**src/rtl/io_port_ctrl.sv**
```systemverilog
// io_port_ctrl: switch-bank reads held by a confirm button, and double-dabble BCD display of written values.
// Define IO_DEBOUNCE_EN to require DEBOUNCE stable cycles on the button before a capture.
module io_port_ctrl #(
    parameter int DATA_W   = 32,
    parameter int IN_W     = 4,
    parameter int N_IN     = 2,
    parameter int DIGITS   = 3,
    parameter int DEBOUNCE = 16
) (
    input  logic                 clk,
    input  logic                 rst_n,
    input  logic [1:0]           io_ctrl,
    input  logic [DATA_W-1:0]    io_addr,
    input  logic [DATA_W-1:0]    wdata,
    input  logic [N_IN*IN_W-1:0] sw_in,
    input  logic                 btn_in,
    output logic [DATA_W-1:0]    rdata,
    output logic                 io_stall,
    output logic [DIGITS*4-1:0]  bcd,
    output logic                 disp_busy,
    output logic                 disp_ovf
);
    localparam int CW = $clog2(DATA_W);
    localparam int BW = DIGITS * 4;

    function automatic logic [63:0] pow10(input int n);
        pow10 = 64'd1;
        for (int i = 0; i < n; i++) pow10 = pow10 * 64'd10;
    endfunction

    function automatic logic [BW-1:0] add3(input logic [BW-1:0] a);
        add3 = a;
        for (int i = 0; i < DIGITS; i++)
            add3[i*4 +: 4] = (a[i*4 +: 4] >= 4'd5) ? a[i*4 +: 4] + 4'd3 : a[i*4 +: 4];
    endfunction

    localparam logic [63:0] LIMIT = pow10(DIGITS);

    if (DEBOUNCE < 1 || N_IN < 1 || DATA_W <= IN_W || DATA_W > 64) begin : g_param_check
        $error("io_port_ctrl: unsupported parameter set");
    end

    typedef enum logic [1:0] {IDLE, WAIT_BTN, DONE} rd_state_t;
    typedef enum logic {D_IDLE, D_CONV} disp_state_t;

    logic [1:0] sync_q;
    logic       btn_s, btn_evt;
    assign btn_s = sync_q[1];

`ifdef IO_DEBOUNCE_EN
    localparam int DBW = $clog2(DEBOUNCE + 2);
    logic [DBW-1:0] db_q, db_d;
    // Saturating one past DEBOUNCE makes the event a single pulse per press.
    assign db_d    = !btn_s ? '0 : (db_q > DBW'(DEBOUNCE) ? db_q : db_q + DBW'(1));
    assign btn_evt = db_q == DBW'(DEBOUNCE);
    always_ff @(posedge clk or negedge rst_n)
        if (!rst_n) db_q <= '0;
        else        db_q <= db_d;
`else
    logic btn_prev_q;
    assign btn_evt = btn_s & ~btn_prev_q;
    always_ff @(posedge clk or negedge rst_n)
        if (!rst_n) btn_prev_q <= 1'b0;
        else        btn_prev_q <= btn_s;
`endif

    rd_state_t         rd_q, rd_d;
    logic [DATA_W-1:0] rdata_q, rdata_d, sel;
    logic [IN_W-1:0]   bank;
    logic              stall;

    assign sel = io_addr % DATA_W'(N_IN);

    always_comb begin
        bank = '0;
        for (int k = 0; k < N_IN; k++)
            if (sel == DATA_W'(k)) bank = sw_in[k*IN_W +: IN_W];
    end

    always_comb begin
        rd_d    = rd_q;
        rdata_d = rdata_q;
        stall   = 1'b0;
        case (rd_q)
            IDLE: begin
                stall = io_ctrl == 2'b10;
                rd_d  = stall ? WAIT_BTN : IDLE;
            end
            WAIT_BTN: begin
                stall = 1'b1;
                if (io_ctrl != 2'b10) rd_d = IDLE;
                else if (btn_evt) begin
                    rdata_d = DATA_W'(bank);
                    rd_d    = DONE;
                end
            end
            default: rd_d = IDLE;
        endcase
    end

    // Gated by rst_n so the stall drops the instant reset asserts.
    assign io_stall = stall & rst_n;
    assign rdata    = rdata_q;

    disp_state_t       disp_q, disp_d;
    logic [DATA_W-1:0] shift_q, shift_d;
    logic [BW-1:0]     acc_q, acc_d, bcd_q, bcd_d, adj;
    logic [CW-1:0]     cnt_q, cnt_d;
    logic              ovf_q, ovf_d;

    always_comb begin
        disp_d  = disp_q;
        shift_d = shift_q;
        acc_d   = acc_q;
        cnt_d   = cnt_q;
        bcd_d   = bcd_q;
        ovf_d   = ovf_q;
        adj     = add3(acc_q);
        if (disp_q == D_CONV) begin
            {acc_d, shift_d} = {adj, shift_q} << 1;
            cnt_d            = cnt_q + CW'(1);
            if (cnt_q == CW'(DATA_W - 1)) begin
                bcd_d  = acc_d;
                disp_d = D_IDLE;
            end
        end
        if (io_ctrl == 2'b01) begin
            ovf_d   = 64'(wdata) >= LIMIT;
            shift_d = wdata;
            acc_d   = '0;
            cnt_d   = '0;
            bcd_d   = ovf_d ? '1 : bcd_q;
            disp_d  = ovf_d ? D_IDLE : D_CONV;
        end
    end

    assign bcd       = bcd_q;
    assign disp_busy = disp_q == D_CONV;
    assign disp_ovf  = ovf_q;

    always_ff @(posedge clk or negedge rst_n) begin
        if (!rst_n) begin
            sync_q  <= '0;
            rd_q    <= IDLE;
            rdata_q <= '0;
            disp_q  <= D_IDLE;
            shift_q <= '0;
            acc_q   <= '0;
            cnt_q   <= '0;
            bcd_q   <= '0;
            ovf_q   <= 1'b0;
        end else begin
            sync_q  <= {sync_q[0], btn_in};
            rd_q    <= rd_d;
            rdata_q <= rdata_d;
            disp_q  <= disp_d;
            shift_q <= shift_d;
            acc_q   <= acc_d;
            cnt_q   <= cnt_d;
            bcd_q   <= bcd_d;
            ovf_q   <= ovf_d;
        end
    end
endmodule

```
**config.mk**
```make
export PLATFORM = sky130hd
export DESIGN_NAME = io_port_ctrl
export DESIGN_NICKNAME = d
export VERILOG_FILES = /design/src/rtl/io_port_ctrl.sv
export SDC_FILE = /design/constraint.sdc
export NUM_CORES = 1
export LEC_CHECK = 0
export CORE_MARGIN = 2
export CORE_UTILIZATION = 46
export DETAILED_ROUTE_END_ITERATION = 10
export PLACE_DENSITY = 0.81
export SLEW_MARGIN = 5
export SYNTH_ARGS = -nofsm -noshare
export SYNTH_HDL_FRONTEND = slang
export SYNTH_SLANG_ARGS = --single-unit
```
**constraint.sdc**
```tcl
create_clock -name clk -period 1.77 [get_ports clk]
set_input_delay 0.354 -clock clk [delete_from_list [all_inputs] [get_ports clk]]
set_output_delay 0.354 -clock clk [all_outputs]
set_load 0.01 [all_outputs]
```
==> impl_metrics.tcl <==
set metrics [dict create \
    cap_viol_max_count 0 \
    required_ns 2.03 \
    drc 0 \
    tightest_slew_ns 0.5361 \
    ant_nets 0 \
    wl_per_cell_um 13.07 \
    cts-root-buf "clkbuf_8" \
    post-route-util 0.5965 \
    cts_tree "yes" \
    cpMaxStageDelayCell "dfrtp_1" \
    antenna_found_initial 0 \
    synth_top_area_share 0.4734 \
    rsz0062_at_grt "no" \
    fin_setup_tns_ns 0 \
    synth-seq-cells 72 \
    leakage_nw 2.076 \
    worst_slack_ns 0.09373 \
    die_y_um 94.96 \
    dieArea_sq_um 9017 \
    place_ws_ns -0.3062 \
    yosysTopAreaCell "dfrtp_1" \
    die_w_um 94.96 \
    critical_path_peak_fanout 5 \
    io_buffers 64 \
    crit_path_frequent_cell "buf_4" \
    setup_violations 0 \
    cts_made_buffers 9 \
    netlist_instances 384 \
    drv_slew 0 \
    grt_usage 0.1783 \
    firstDrtPassIters 4 \
    synth_flop_cell "dfrtp_1" \
    synthDistinctLibCells 43 \
    status "finished clean" \
    area_growth_pct 27.48 \
    coreArea_sq_um 8134 \
    max_stage_delay_ns 0.40 \
    final_common_cell "dfrtp_1" \
    path_delay_family "flip-flops" \
    total_power_mw 3.643 \
    gp_congestion 0.7731 \
    synth_area_leaders "dfrtp_1 (47%), mux2i_1 (10%), buf_4 (5.7%), o21ai_0 (5.4%), nand2_1 (4.6%)" \
    worstSetupPathType "reg -> reg" \
    fin_crit_sh 0.9470 \
    fmax_mhz 596.6 \
    dpl_cell_area_sq_um 4617 \
    syn-cell-area_sq_um 3806 \
    ctsLongestPathBuffers 2 \
    vias_per_cell 5.071 \
    vdd_drop_max_mv 0.4657 \
    diodes 0 \
    crit_arrival_ns 1.93 \
    io_pins 124 \
    drive_gt1_frac 0.1596 \
    hpwlAfterDp_um 5481 \
    grt_pass1_wl_um 12450 \
    cts.clk_slew.worst_paths_ns 0.08 \
    end_kind "register" \
    nets 550 \
    final_cell_mix "dfrtp_1 (69), clkdlybuf4s50_1 (62), nand2_1 (46)" \
    wl_um 7518 \
    async_flop_share 1.000 \
    cts.htree.levels 3 \
    hold_viol 0 \
    power.density_nw_per_um2 750.7 \
    stdcell_area_sq_um 4852 \
    skew_ns 0.006763 \
    clock_latency_ns 0.34 \
    path_cells "ha_2, and3_1, ha_1, nand2_2, nor2_1, buf_4, buf_4, a32oi_2" \
    slew_headroom 0.6426 \
    hold_class "in -> async" \
    start_util 0.4679 \
    syn_avg_cell_area_sq_um 9.912 \
    vias 2916 \
    grt_overflow_total 0 \
    worstSetupStartpointType "register" \
    grt_pass1_vias 2741 \
    seq_area_frac_synth 0.4734 \
    grt_max_degree 43 \
    rows 33 \
    dr.first_iter.drc_count 181 \
    clkSinkCount 72 \
    cp_num_buf_inv 2 \
    ys_warn_count 0 \
    synth_edf_count 0 \
    fin_crit_ns 1.676 \
]
[through the flow]
step	hold WS, ns	std cells
2_1_floorplan	0.05841	411
3_3_place_gp	0.3351	558
3_5_place_dp	0.3381	558
4_1_cts	0.1119	574
5_1_grt	0.1304	575
6_report	0.1003	575
[power breakdown]
group          total [mW]  switching, mW  internal, mW
logic               0.475          0.226         0.249
clock network        1.33          0.602         0.731
registers            1.83         0.0687          1.77
[worst register-to-register path, stage by stage, from the launching register on]
cell     delay [ns]
dfrtp_1        0.40
ha_2           0.19
and3_1         0.18
ha_1           0.19
nand2_2        0.10
nor2_1         0.05
buf_4          0.15
buf_4          0.15
a32oi_2        0.19
[Yosys cell counts, types with 2 or more instances]
library cell	count
nand2b_1	8
nor2_1	20
nand3_1	5
nor3b_1	3
buf_2	9
a211oi_1	2
nor4_2	4
a21oi_1	20
and2_1	2
a32oi_2	3
a31oi_1	2
xor2_1	2
a22oi_2	6
inv_1	21
o21ai_0	41
a21boi_0	2
dfrtp_1	72
nand2_1	47
or3_1	2
nand4_1	3
o211ai_1	2
buf_4	29
a211o_1	4
mux2i_1	38
clkbuf_1	11
ha_1	8
xnor2_1	2
[final timing paths]
check,startpoint,end,slack (ns),cells after the start
setup reg to reg,cnt_q[0],bcd[7],0.09,8
hold / removal,rst_n,shift_q[2],0.10,2
setup / recovery,cnt_q[0],bcd[7],0.09,8
max in group asynchronous,rst_n,acc_q[0],0.77,3
hold reg to reg,sync_q[0],sync_q[1],0.36,0
min in group clk,sync_q[0],sync_q[1],0.36,0
[per-layer routing]
metal,share of wire,GRT usage
met3,0.043,0.02873
met1,0.45,0.2316
met4,0.0088,0.05435
met2,0.49,0.3067
met5,0,0
[flip-flops by register name, summed over array words and instances, names as in the netlist]
register	flops
shift_q	32
acc_q	12
bcd	12
cnt_q	5
rdata	4
rd_q	2
sync_q	2
btn_prev_q	1
disp_busy	1
disp_ovf	1
[final cells by class]
| type | count | area [sq um] |
|---|---|---|
| Timing Repair Buffer | 94 | 893.4 |
| Inverter | 21 | 78.83 |
| Clock inverter | 4 | 52.55 |
| Fill cell | 663 | 3282 |
| Sequential cell | 72 | 1805 |
| Tap cell | 105 | 131.4 |
| Multi-Input combinational cell | 267 | 1735 |
| Clock buffer | 12 | 155.1 |
[repair_timing]
action / in CTS / in global routing
cloned: 0 / 0
buffers inserted: 0 / 1
endpoints found under the setup margin: 1 / 17
pin swaps: 0 / 0
resized for setup: 2 / 10
hold buffers: 0 / 0
[kinds of logic after synthesis]
kind of cell,Yosys count,share of synthesized area
flops,72,0.4734
xor+xnor,4,0.009206
fa+ha+maj,8,0.02630
mux,39,0.1029
simple gates,102,0.1345
buf+inv,72,0.1045
compound gates,86,0.1483
other cells,1,0.0009852
No activity file was read; power rests on OpenSTA's default activity.
